$ cat config.mk
export PLATFORM = sky130hd
export DESIGN_NAME = if_fetch_ctrl
export DESIGN_NICKNAME = d
export VERILOG_FILES = /design/src/rtl/if_pkg.sv /design/src/rtl/if_next_pc.sv /design/src/rtl/if_fetch_ctrl.sv
export SDC_FILE = /design/constraint.sdc
export NUM_CORES = 1
export LEC_CHECK = 0
export ABC_AREA = 0
export CAP_MARGIN = 20
export CORE_MARGIN = 2
export CORE_UTILIZATION = 38
export DETAILED_ROUTE_END_ITERATION = 8
export PLACE_DENSITY = 0.95
export SYNTH_ARGS = -nofsm -noshare
export SYNTH_HDL_FRONTEND = slang
export SYNTH_SLANG_ARGS = --single-unit
$ cat constraint.sdc
create_clock -name in_clk -period 2.9 [get_ports in_clk]
set_clock_uncertainty 0.05 [all_clocks]
set_input_delay 0.58 -clock in_clk [delete_from_list [all_inputs] [get_ports in_clk]]
set_output_delay 0.58 -clock in_clk [all_outputs]
set_load 0.02 [all_outputs]
$ cat src/rtl/if_pkg.sv
// if_pkg: shared state/PC-select encodings and defaults for the fetch controller
package if_pkg;
  typedef enum logic [1:0] {
    ST_LOAD  = 2'b00,
    ST_FLUSH = 2'b01,
    ST_RUN   = 2'b10
  } if_state_e;
  localparam logic [1:0] PCSRC_SEQ = 2'b00;
  localparam logic [1:0] PCSRC_BR  = 2'b01;
  localparam logic [1:0] PCSRC_J   = 2'b10;
  localparam logic [1:0] PCSRC_JR  = 2'b11;
  localparam logic [31:0] DEFAULT_RESET_PC = 32'h0000_0000;
  function automatic logic [31:0] align_word(input logic [31:0] a);
    return {a[31:2], 2'b00};
  endfunction
endpackage

$ cat src/rtl/if_next_pc.sv
// if_next_pc: next-PC priority mux (hold > redirect > sequential) with misalign detect
// Ports: pc_i current PC; hold_i stall; pcsrc_i select; branch_i/jump_i/jr_i targets;
//        next_pc_o chosen PC; pc_plus4_o PC+4 (wraps); misalign_o taken redirect had target[1:0]!=0
module if_next_pc
  import if_pkg::*;
(
  input  logic [31:0] pc_i,
  input  logic        hold_i,
  input  logic [1:0]  pcsrc_i,
  input  logic [31:0] branch_i,
  input  logic [31:0] jump_i,
  input  logic [31:0] jr_i,
  output logic [31:0] next_pc_o,
  output logic [31:0] pc_plus4_o,
  output logic        misalign_o
);
  logic [31:0] tgt;
  always_comb begin
    tgt = pcsrc_i == PCSRC_BR ? branch_i : pcsrc_i == PCSRC_J ? jump_i : jr_i;
    pc_plus4_o = pc_i + 32'd4;
    next_pc_o = hold_i ? pc_i : pcsrc_i == PCSRC_SEQ ? pc_plus4_o : align_word(tgt);
    // a stalled redirect is dropped, so it must not flag misalignment either
    misalign_o = !hold_i && pcsrc_i != PCSRC_SEQ && |tgt[1:0];
  end
endmodule

$ cat src/rtl/if_fetch_ctrl.sv
// if_fetch_ctrl: fetch sequencer owning the PC and the single icache port (boot load, flush, run)
// Ports: in_clk/in_rst clock and sync active-high reset; in_data_hazard stall; in_PCSrc and
//        in_*_PC_addr redirects; in_boot_req re-enter load; in_ld_* loader stream; out_ld_ready;
//        out_icache_addr/we/wdata icache port; out_PC/out_PC_plus4 to IF/ID; out_fetch_valid;
//        out_misalign sticky; out_ld_count saturating word count; out_state LOAD/FLUSH/RUN.
// Build option: IF_FETCH_BOOT_LOAD_EN enables the boot loader; without it reset goes to FLUSH.
module if_fetch_ctrl
  import if_pkg::*;
#(
  parameter logic [31:0] RESET_PC = DEFAULT_RESET_PC,
  parameter int          IMEM_AW  = 8
) (
  input  logic               in_clk,
  input  logic               in_rst,
  input  logic               in_data_hazard,
  input  logic [1:0]         in_PCSrc,
  input  logic [31:0]        in_branch_PC_addr,
  input  logic [31:0]        in_jump_PC_addr,
  input  logic [31:0]        in_jr_PC_addr,
  input  logic               in_boot_req,
  input  logic               in_ld_valid,
  input  logic [IMEM_AW-1:0] in_ld_addr,
  input  logic [31:0]        in_ld_data,
  input  logic               in_ld_done,
  output logic               out_ld_ready,
  output logic [IMEM_AW-1:0] out_icache_addr,
  output logic               out_icache_we,
  output logic [31:0]        out_icache_wdata,
  output logic [31:0]        out_PC,
  output logic [31:0]        out_PC_plus4,
  output logic               out_fetch_valid,
  output logic               out_misalign,
  output logic [IMEM_AW:0]   out_ld_count,
  output logic [1:0]         out_state
);
`ifdef IF_FETCH_BOOT_LOAD_EN
  localparam logic BOOT_EN = 1'b1;
`else
  localparam logic BOOT_EN = 1'b0;
`endif
  localparam if_state_e RST_STATE = BOOT_EN ? ST_LOAD : ST_FLUSH;
  localparam logic [IMEM_AW:0] CNT_MAX = {1'b1, {IMEM_AW{1'b0}}};
  if_state_e state_q, state_d;
  logic [31:0] pc_q, pc_d, npc, pc4;
  logic mis_q, mis_d, redir_mis, is_load;
  logic [IMEM_AW:0] cnt_q, cnt_d;
  if_next_pc u_next_pc (
    .pc_i      (pc_q),
    .hold_i    (in_data_hazard),
    .pcsrc_i   (in_PCSrc),
    .branch_i  (in_branch_PC_addr),
    .jump_i    (in_jump_PC_addr),
    .jr_i      (in_jr_PC_addr),
    .next_pc_o (npc),
    .pc_plus4_o(pc4),
    .misalign_o(redir_mis)
  );
  always_comb begin
    state_d = state_q;
    pc_d = pc_q;
    mis_d = mis_q;
    cnt_d = cnt_q;
    case (state_q)
      ST_LOAD: begin
        if (in_ld_valid && cnt_q != CNT_MAX) cnt_d = cnt_q + (IMEM_AW+1)'(1);
        // a word presented together with done is still written this cycle
        if (in_ld_done) state_d = ST_FLUSH;
      end
      ST_FLUSH: begin
        pc_d = RESET_PC;
        state_d = ST_RUN;
      end
      ST_RUN: begin
        // boot request outranks both stall and redirect; PC is reloaded by the following FLUSH
        if (BOOT_EN && in_boot_req) begin
          state_d = ST_LOAD;
          cnt_d = '0;
        end else begin
          pc_d = npc;
          mis_d = mis_q | redir_mis;
        end
      end
      default: state_d = RST_STATE;
    endcase
  end
  always_ff @(posedge in_clk) begin
    if (in_rst) begin
      state_q <= RST_STATE;
      pc_q <= RESET_PC;
      mis_q <= 1'b0;
      cnt_q <= '0;
    end else begin
      state_q <= state_d;
      pc_q <= pc_d;
      mis_q <= mis_d;
      cnt_q <= cnt_d;
    end
  end
  always_comb begin
    is_load = BOOT_EN && state_q == ST_LOAD;
    out_ld_ready = is_load;
    out_icache_we = is_load && in_ld_valid;
    out_icache_wdata = is_load ? in_ld_data : '0;
    // PCs beyond the icache span alias onto it
    out_icache_addr = is_load ? in_ld_addr : pc_q[IMEM_AW+1:2];
    out_PC = pc_q;
    out_PC_plus4 = pc4;
    out_fetch_valid = state_q == ST_RUN;
    out_misalign = mis_q;
    out_ld_count = cnt_q;
    out_state = state_q;
  end
endmodule
* Word-level counts from Yosys, hierarchy flattened *
Cells that the tools add are included.

storage, ports and cells
  bits in registers = 44
  output and inout bits = 119

operators by class
  bitwise gates (word level) = 2
  reduce and logical (&&, ||, !) cells = 12
  equal/unequal tests = 7
  add/sub/neg operators = 2
  muxes and demuxes = 7

operator list
  operator                 count
  $mux W32                 4
  $pmux W32 S2             1
  $add A32 B3 Y32 const B  1
  $add A9 B1 Y9 const B    1
  $ne A9 B9 Y1 const B     1
  $pmux W2 S3              1
  $reduce_and A2 Y1        3
  $eq A2 B1 Y1 const B     2
  $eq A2 B2 Y1 const B     2
  $logic_not A2 Y1         2
  $ne A2 B2 Y1 const B     2
  $reduce_bool A2 Y1       2
  $logic_and A1 B1 Y1      3
  $mux W2                  1
  $reduce_or A2 Y1         1
  $logic_not A1 Y1         1
  $not A1 Y1               1
  $or A1 B1 Y1             1

* Depth between registers and ports, before layout *
  word-level depth = 6
  gate-level depth with buffers = 8
  gate-level depth less buffers = 7

* Cells and area by module *
Synthesis repeated with hierarchy kept, for this count alone.

unflattened totals
  cell total of the unflattened synthesis = 556
  area, all modules = 4,212.8 um2

by module, submodules not included
  module         cells an instance  area each (um2)  times used
  if_fetch_ctrl  252                2,108.3          1
  if_next_pc     304                2,104.5          1

* Least setup slack after synthesis *
OpenSTA, ideal clock, no wires.

  path kind = reg2out
  from = register pc_q[2] (netlist: out_PC[2])
  to = output out_PC_plus4[26]
  required time = 2,270 ps
  path slack = 365 ps
  cell stages (with the launch flop) = 6
  buffers on the path = 0
  data arrival time = 1,905 ps
  cell sequence = dfxtp_1 ha_1 nand3_2 nor4_4 nand4_1 xnor2_1

on the way
  cells in the longest elaborated chain, start to end = 1

ends and longest elaborated chain
  element                   RTL line             source
  start: declaration        if_fetch_ctrl.sv:44  logic [31:0] pc_q, pc_d, npc, pc4;
  start signal: assignment  if_fetch_ctrl.sv:94  pc_q <= pc_d;
  $add A32 B3 Y32           if_next_pc.sv:20     pc_plus4_o = pc_i + 32'd4;
  end: declaration          if_fetch_ctrl.sv:30  output logic [31:0] out_PC_plus4,

No other way between the ends.

* Worst setup path after layout *
  from = register pc_q[13] (netlist: out_PC[13])
  to = output out_PC_plus4[24]

The elaborated chain is that of the path after synthesis.

==> summary.md <==
| Metric | Value |
|---|---|
| Final core utilization | `61.67%` |
| Post-synth ARST share | `0%` |
| Adder-cell area share of the yosys netlist | `1.038%` |
| ANT cells | `0` |
| Post-Synth XOR/XNOR Area | `8.717%` |
| Root Driver | `clkbuf_8` |
| Syn Inst Count | `428` |
| Critical path fanouts, max | `2` |
| Share of cells above drive strength 1 | `about 17%` |
| CP endpoint kind | `output pin` |
| Final number of hold-violating endpoints | `0` |
| Placed Area | `5589 µm²` |
| Total CTS buffers | `5` |
| Post-synthesis mux area share | `between 10% and 20%` |
| Critical path launch point type | `flip-flop` |
| DPL Wire Length | `10080 µm` |
| Reg2reg path depth | `7` |
| DRC violations left | `0` |
| Fin crit share | `96.39%` |
| 1st-pass router iterations | `5` |
| Worst setup path startpoint | `out_PC[13]` |
| Hold wc startpoint | `out_misalign` |
| CTS tree | `yes` |
| Non-filler cells, final | `759` |
| Synth top area cells | `dfxtp_1 23%, buf_4 10%, mux2_2 7.8%` |
| Vias in the first global route | `4122` |
| Synth Area in Compound Gates | `19.79%` |
| Worst Hold End | `out_misalign` |
| WHS Path Cells | `2` |
| Bufs on Longest Clock Path | `2` |
| Largest net degree at the start of global routing | `35` |
| EDFF count, synth | `0` |
| Outcome | `completed` |
| RSZ-0062 raised after global routing | `false` |
| Post-synthesis simple-gate area fraction | `roughly 22%` |
| Critical path class | `flip-flop to output pin` |
| Post-synth top area cell | `dfxtp_1` |
| Reg2reg end | `out_PC[29]` |
| Via count | `4080` |
| Worst r2r src | `out_PC[9]` |
| Port buffer count | `~180` |
| Initial antenna violation count | `0` |
| Die Y | `101.6 µm` |
| Ports | `approximately 260` |
| Worst skew pair latency | `0.29 ns` |
| # Post-CTS Setup Buffers | `0` |
| Worst-path clk slew | `0.09 ns` |
| CTS Sinks | `42` |
| Synthesized area per cell | `8.451 µm²` |
| Core area | `9240 µm²` |
| Final number of max-transition violations | `0` |
| Row cnt | `35` |
| Measured slew at the worst slew-check pin | `0.7784 ns` |
| FF-to-FF setup slack | `0.77 ns` |
| Setup TNS | `0 ns` |
| DIE AREA | `a little over 10000 µm²` |
| Netlist cell types | `64` |
| Crit path cell chain | `nand4_4 -> or4_1 -> nor3_2 -> xor2_1 -> dlygate4sd2_1` |
| Post-synthesis sequential area ratio | `a little under a quarter` |
| Global Route Usage Sum | `24.42%` |
| Number of max-cap violations | `0` |
| H-tree depth | `2` |
| Slew Limit Headroom | `47.91%` |
| Main combinational cell family by area after synthesis | `simple AND/OR/NAND/NOR gates` |
| Tmin final | `2.795 ns` |
| Average wire per standard cell | `17.17 µm` |
| Pwr dens | `273.7 nW/µm²` |
| Post-Syn Area | `3617 µm²` |
| Initial core utilization | `between 30% and 40%` |
| Synth Register Bits | `between 40 and 50` |
| Placed cell count | `750` |
| Finished Cell Area | `about 5700 µm²` |
| Routed vias/inst | `approximately 5.4` |
| Post-synth top cells | `48 x buf_4, 42 x dfxtp_1, 39 x nor2_1` |
| Routed Antenna Nets | `0` |
| GPL Wtd Cong | `0.8341` |
| Synth warn | `0` |
| Final WL | `13030 µm` |
| Gr ovfl total | `0` |
| Worst Hold Class | `flip-flop to flip-flop` |
| Layout area overhead | `57.52%` |
| Peak supply drop | `about 0.00019 V` |
| Chip Width | `101.6 µm` |
| Max Fclk | `357.7 MHz` |
| Critical Path RT | `2.27 ns` |
| Layout net count | `776` |
| CP max stage cell | `or4_1` |
| CP peak stage delay | `0.55 ns` |
| Setup violators final | `0` |
| First-pass GRT wire length | `roughly 20000 µm` |
| Synth Flop Type | `dfxtp_1` |
| Iteration-0 DRC Markers | `167` |
| Crit path DAT | `~2.2 ns` |
| Lkg Pwr | `between 2 and 2.5 nW` |
| Share of the synthesized area in the top cell type | `23.24%` |
| Most frequent cell after synthesis | `buf_4` |
-- power breakdown --
group	total [mW]	internal (mW)	switching, mW
sequential	0.607	0.589	0.0184
clock	0.472	0.254	0.218
combinational	0.480	0.251	0.229
total	1.56	1.09	0.466
-- logic make-up after synthesis --
kind of cell,Yosys count
other cells,1
buf+inv,83
simple gates,133
xor+xnor,36
fa+ha+maj,3
compound gates,100
mux,30
flops,42
-- worst max path at each step --
stage               depth (start not counted)               end
floorplan                                   5  out_PC_plus4[26]
global placement                            6        out_PC[16]
detailed placement                          6        out_PC[10]
CTS                                         6   out_PC_plus4[8]
global route                                6  out_PC_plus4[31]
finish                                      5  out_PC_plus4[24]
-- state kept, by name, indices dropped and copies added (netlist names) --
name          count
out_ld_count      9
out_misalign      1
out_PC           30
out_state         2
-- stage by stage --
step / hold WS (ns) / setup slack (ns) / power (mW)
finish: 0.4445 / 0.1047 / 1.559
global placement: 0.4042 / 0.02504 / 1.087
floorplan: 0.5201 / 0.3651 / 0.8990
global route: 0.4693 / 0.004227 / 1.624
CTS: 0.4408 / 0.05473 / 1.562
detailed placement: 0.4169 / -0.09469 / 1.097
-- layout make-up --
cell class                 instances  area [µm²]
clock buffer                       5       68.82
clock inverter                     3       40.04
fill                             776        3542
inverter                          10       37.54
multi-input combinational        340        2384
sequential                        42       842.1
tap                              129       161.4
timing repair buffer             230        2165
-- worst max-delay path: cells and delay by family, from the launching register on --
kind	cells	cell delay (ns)
and+or+nand+nor	3	0.87
DFF	1	0.39
xor gates and xnor gates	1	0.25
buffers and inverters	1	0.37
-- cell usage in the layout (no fill, tap or decap), types with 4 or more instances in the layout --
cell,instances
clkdlybuf4s50_1,159
buf_4,46
dfxtp_1,41
nor2_1,39
conb_1,38
mux2_2,25
nand2_1,23
xnor2_1,23
nand3_1,18
o21ai_0,15
a21oi_1,14
a22oi_1,14
dlygate4sd2_1,14
xor2_1,13
a22o_1,11
a31oi_1,11
inv_1,10
o2bb2ai_1,8
nor3_1,7
o311ai_1,6
nand4_1,5
and3_1,5
clkbuf_8,5
clkbuf_2,5
nand4_4,4
-- timing repair --
action | in CTS | in global routing
cloned | 0 | 0
hold endpoints to repair | 0 | 0
resized for setup | 24 | 14
setup endpoints to repair | 23 | 9
pin swaps | 0 | 0
hold buffers | 0 | 0
-- layer usage --
layer | wire length (µm) | vias to the layer above | track usage, %
met5 | 0 | - | 0
met4 | 321 | 0 | 9.252
met3 | 1185 | 26 | 5.245
met2 | 6554 | 246 | 44.53
met1 | 4971 | 1910 | 27.65
li1 | - | 1898 | -
Power figures use the tool's default switching activity.
==> RTL edit (config.mk and constraints unchanged) <==
Reset style: asynchronous (`in_rst`), changed in one clocked block. Comments in the files are not updated.
--- a/src/rtl/if_fetch_ctrl.sv
+++ b/src/rtl/if_fetch_ctrl.sv
@@ -83,7 +83,7 @@
       default: state_d = RST_STATE;
     endcase
   end
-  always_ff @(posedge in_clk) begin
+  always_ff @(posedge in_clk or posedge in_rst) begin
     if (in_rst) begin
       state_q <= RST_STATE;
       pc_q <= RESET_PC;
Formal check against the unedited RTL: differs if in_rst is asserted again (counterexample within 4 cycles, from zero or initial values and one cycle with in_rst high); with in_rst held inactive, the same outputs for 10 cycles.
==> RTL edit against the original RTL <==
- setup slack lost 0.099 ns
- cell area is 2.7% higher
- wire length up 4.9%
- hold slack got worse by 0.031 ns
- utilization is 1.4 points higher
- sequential cell count is the same
- synthesized area increased by 0.76%
- count of clock-buffer cells in the layout stayed put
- critical endpoint is now out_PC_plus4[29]
Power is not compared: it rests on default switching activity, and its combinational part moved more than twofold at a synthesized area within 25%.
==> RTL edit: results (changes against the original RTL) <==
[yosys] post-synthesis share of cell area spent on xor and xnor gates 8.86% [+0.14 points]
[worst_setup_path] crit-path max FO 5 [+3]
[placement] placed cell area 5740 µm² [+2.7%]
[route] routed length on met3 1170 µm [-1.3%]
[worst_setup_path] CP Launch Point out_PC[11]
[worst_setup_path] endpoint of the worst setup timing path out_PC_plus4[29]
[timing] Worst Tran Pin Value 0.589 ns [-0.189 ns]
[global_routing] via count of the first global-routing pass 4,262 [+3.4%]
[cells_and_area] filler cell count 784 [+1.0%]
[route] routed wire length on met2 7030 µm [+7.3%]
[worst_setup_path] arrival time reported for the critical path endpoint 2.26 ns [+0.09 ns]
[yosys] multiplexer share of the synthesized area 10.7% [+0.47 points]
[route] first-pass iteration count of the detailed router 5 [unchanged]
[worst_setup_path] startpoint of the worst-slack reg-to-reg timing path out_PC[3]
[route] detailed router's first-iteration violation count 262 [+57%]
[yosys] sequential fraction of the synthesis area 28.9% [+5.6 points]
[worst_setup_path] slowest CP cell or4_4
[placement] last weighted congestion value of the routability-driven placer 0.878 [+5.2%]
[worst_setup_path] critical path's largest stage delay 0.57 ns [+0.02 ns]
[global_routing] overall track demand over capacity in global routing 25.7% [+1.2 points]
[route] Via-to-Cell Ratio 5.48 [+1.9%]
[route] Avg WL per Cell 18.0 µm [+4.9%]
[yosys] fraction of the mapped netlist area in adder cells 1.03% [-0.0078 points]
[cells_and_area] fraction of layout cells with a size suffix above 1 20.0% [+2.5 points]
[yosys] post-synth cell types 56 [-13%]
[worst_setup_path] R2R Setup Slk 0.58 ns [-0.19 ns]
[worst_setup_path] reg-to-reg critical path endpoint out_PC[28]
[global_routing] GR met3 Demand/Resource 5.68% [+0.43 points]
[status] run status finished clean
[placement] HPWL after detailed placement 10,800 µm [+7.6%]
[global_routing] maximum number of pins on one net before global-route repair 29 [-17%]
[global_routing] met2 routing resource usage after global routing 47.2% [+2.7 points]
[yosys] cells taking the most area after synthesis dfrtp_1, buf_4, xnor2_1, mux2_2, nand3_1
[clock_tree] total clock buffers created by CTS 5 [unchanged]
[timing] fmax 346 MHz [-3.4%]
[cells_and_area] area of all sequential standard cells 1050 µm² [+25%]
[route] wl on met1 5090 µm [+2.5%]
[yosys] share of the synthesized area in compound gates (AO/OA/AOI/OAI) 17.3% [-2.5 points]
[global_routing] global-route wire length before repair 20,900 µm [+4.0%]
[worst_hold_path] origin of the worst min-delay path out_misalign
[yosys] async set-reset flop share out of synthesis 100% [+100 points]
[global_routing] grt met1 use 29.2% [+1.5 points]
## RTL edit: layout make-up
class / instances / area share (%)
clock inverter: 3 / 0.769
tap: 129 / 2.76
clock buffer: 5 / 1.18
inverter: 14 / 0.898
sequential: 42 / 18.0
multi-input combinational: 329 / 39.0
timing repair buffer: 237 / 37.4
## RTL edit: how the worst min path moves through the flow
| stage | slack [ns] | to | cells past startpoint |
|---|---|---|---|
| 2_1_floorplan | 0.49 | out_state[0] | 2 |
| 3_3_place_gp | 0.40 | out_misalign | 1 |
| 3_5_place_dp | 0.40 | out_misalign | 1 |
| 4_1_cts | 0.42 | out_misalign | 1 |
| 5_1_grt | 0.45 | out_misalign | 1 |
| 6_report | 0.41 | out_misalign | 1 |
## RTL edit: stage by stage
step	std cells	hold slack (ns)	power [mW]
2_1_floorplan	456	0.491	1.27
3_3_place_gp	750	0.396	1.76
3_5_place_dp	750	0.398	1.79
4_1_cts	758	0.419	2.25
5_1_grt	759	0.454	2.35
6_report	759	0.414	2.26
## RTL edit: critical path: cells and delay by family, from the launching register on
| family | cells | cell delay, ns |
|---|---|---|
| XOR/XNOR | 1 | 0.16 |
| flip-flops | 1 | 0.41 |
| buffers and inverters | 1 | 0.17 |
| AND/OR/NAND/NOR | 3 | 1.23 |
## RTL edit: power by group through the flow
stage / sequential (mW) / clock [mW] / combinational, mW
6_report: 0.695 / 0.485 / 1.08
5_1_grt: 0.702 / 0.511 / 1.14
4_1_cts: 0.693 / 0.486 / 1.07
3_5_place_dp: 0.705 / 0 / 1.09
3_3_place_gp: 0.700 / 0 / 1.06
2_1_floorplan: 0.795 / 0 / 0.478
## RTL edit: timing repair
item	CTS	global route
gates resized for setup	39	32
hold buffers	0	0
setup buffers	0	1
setup endpoints to repair	20	19
pin swaps	1	1
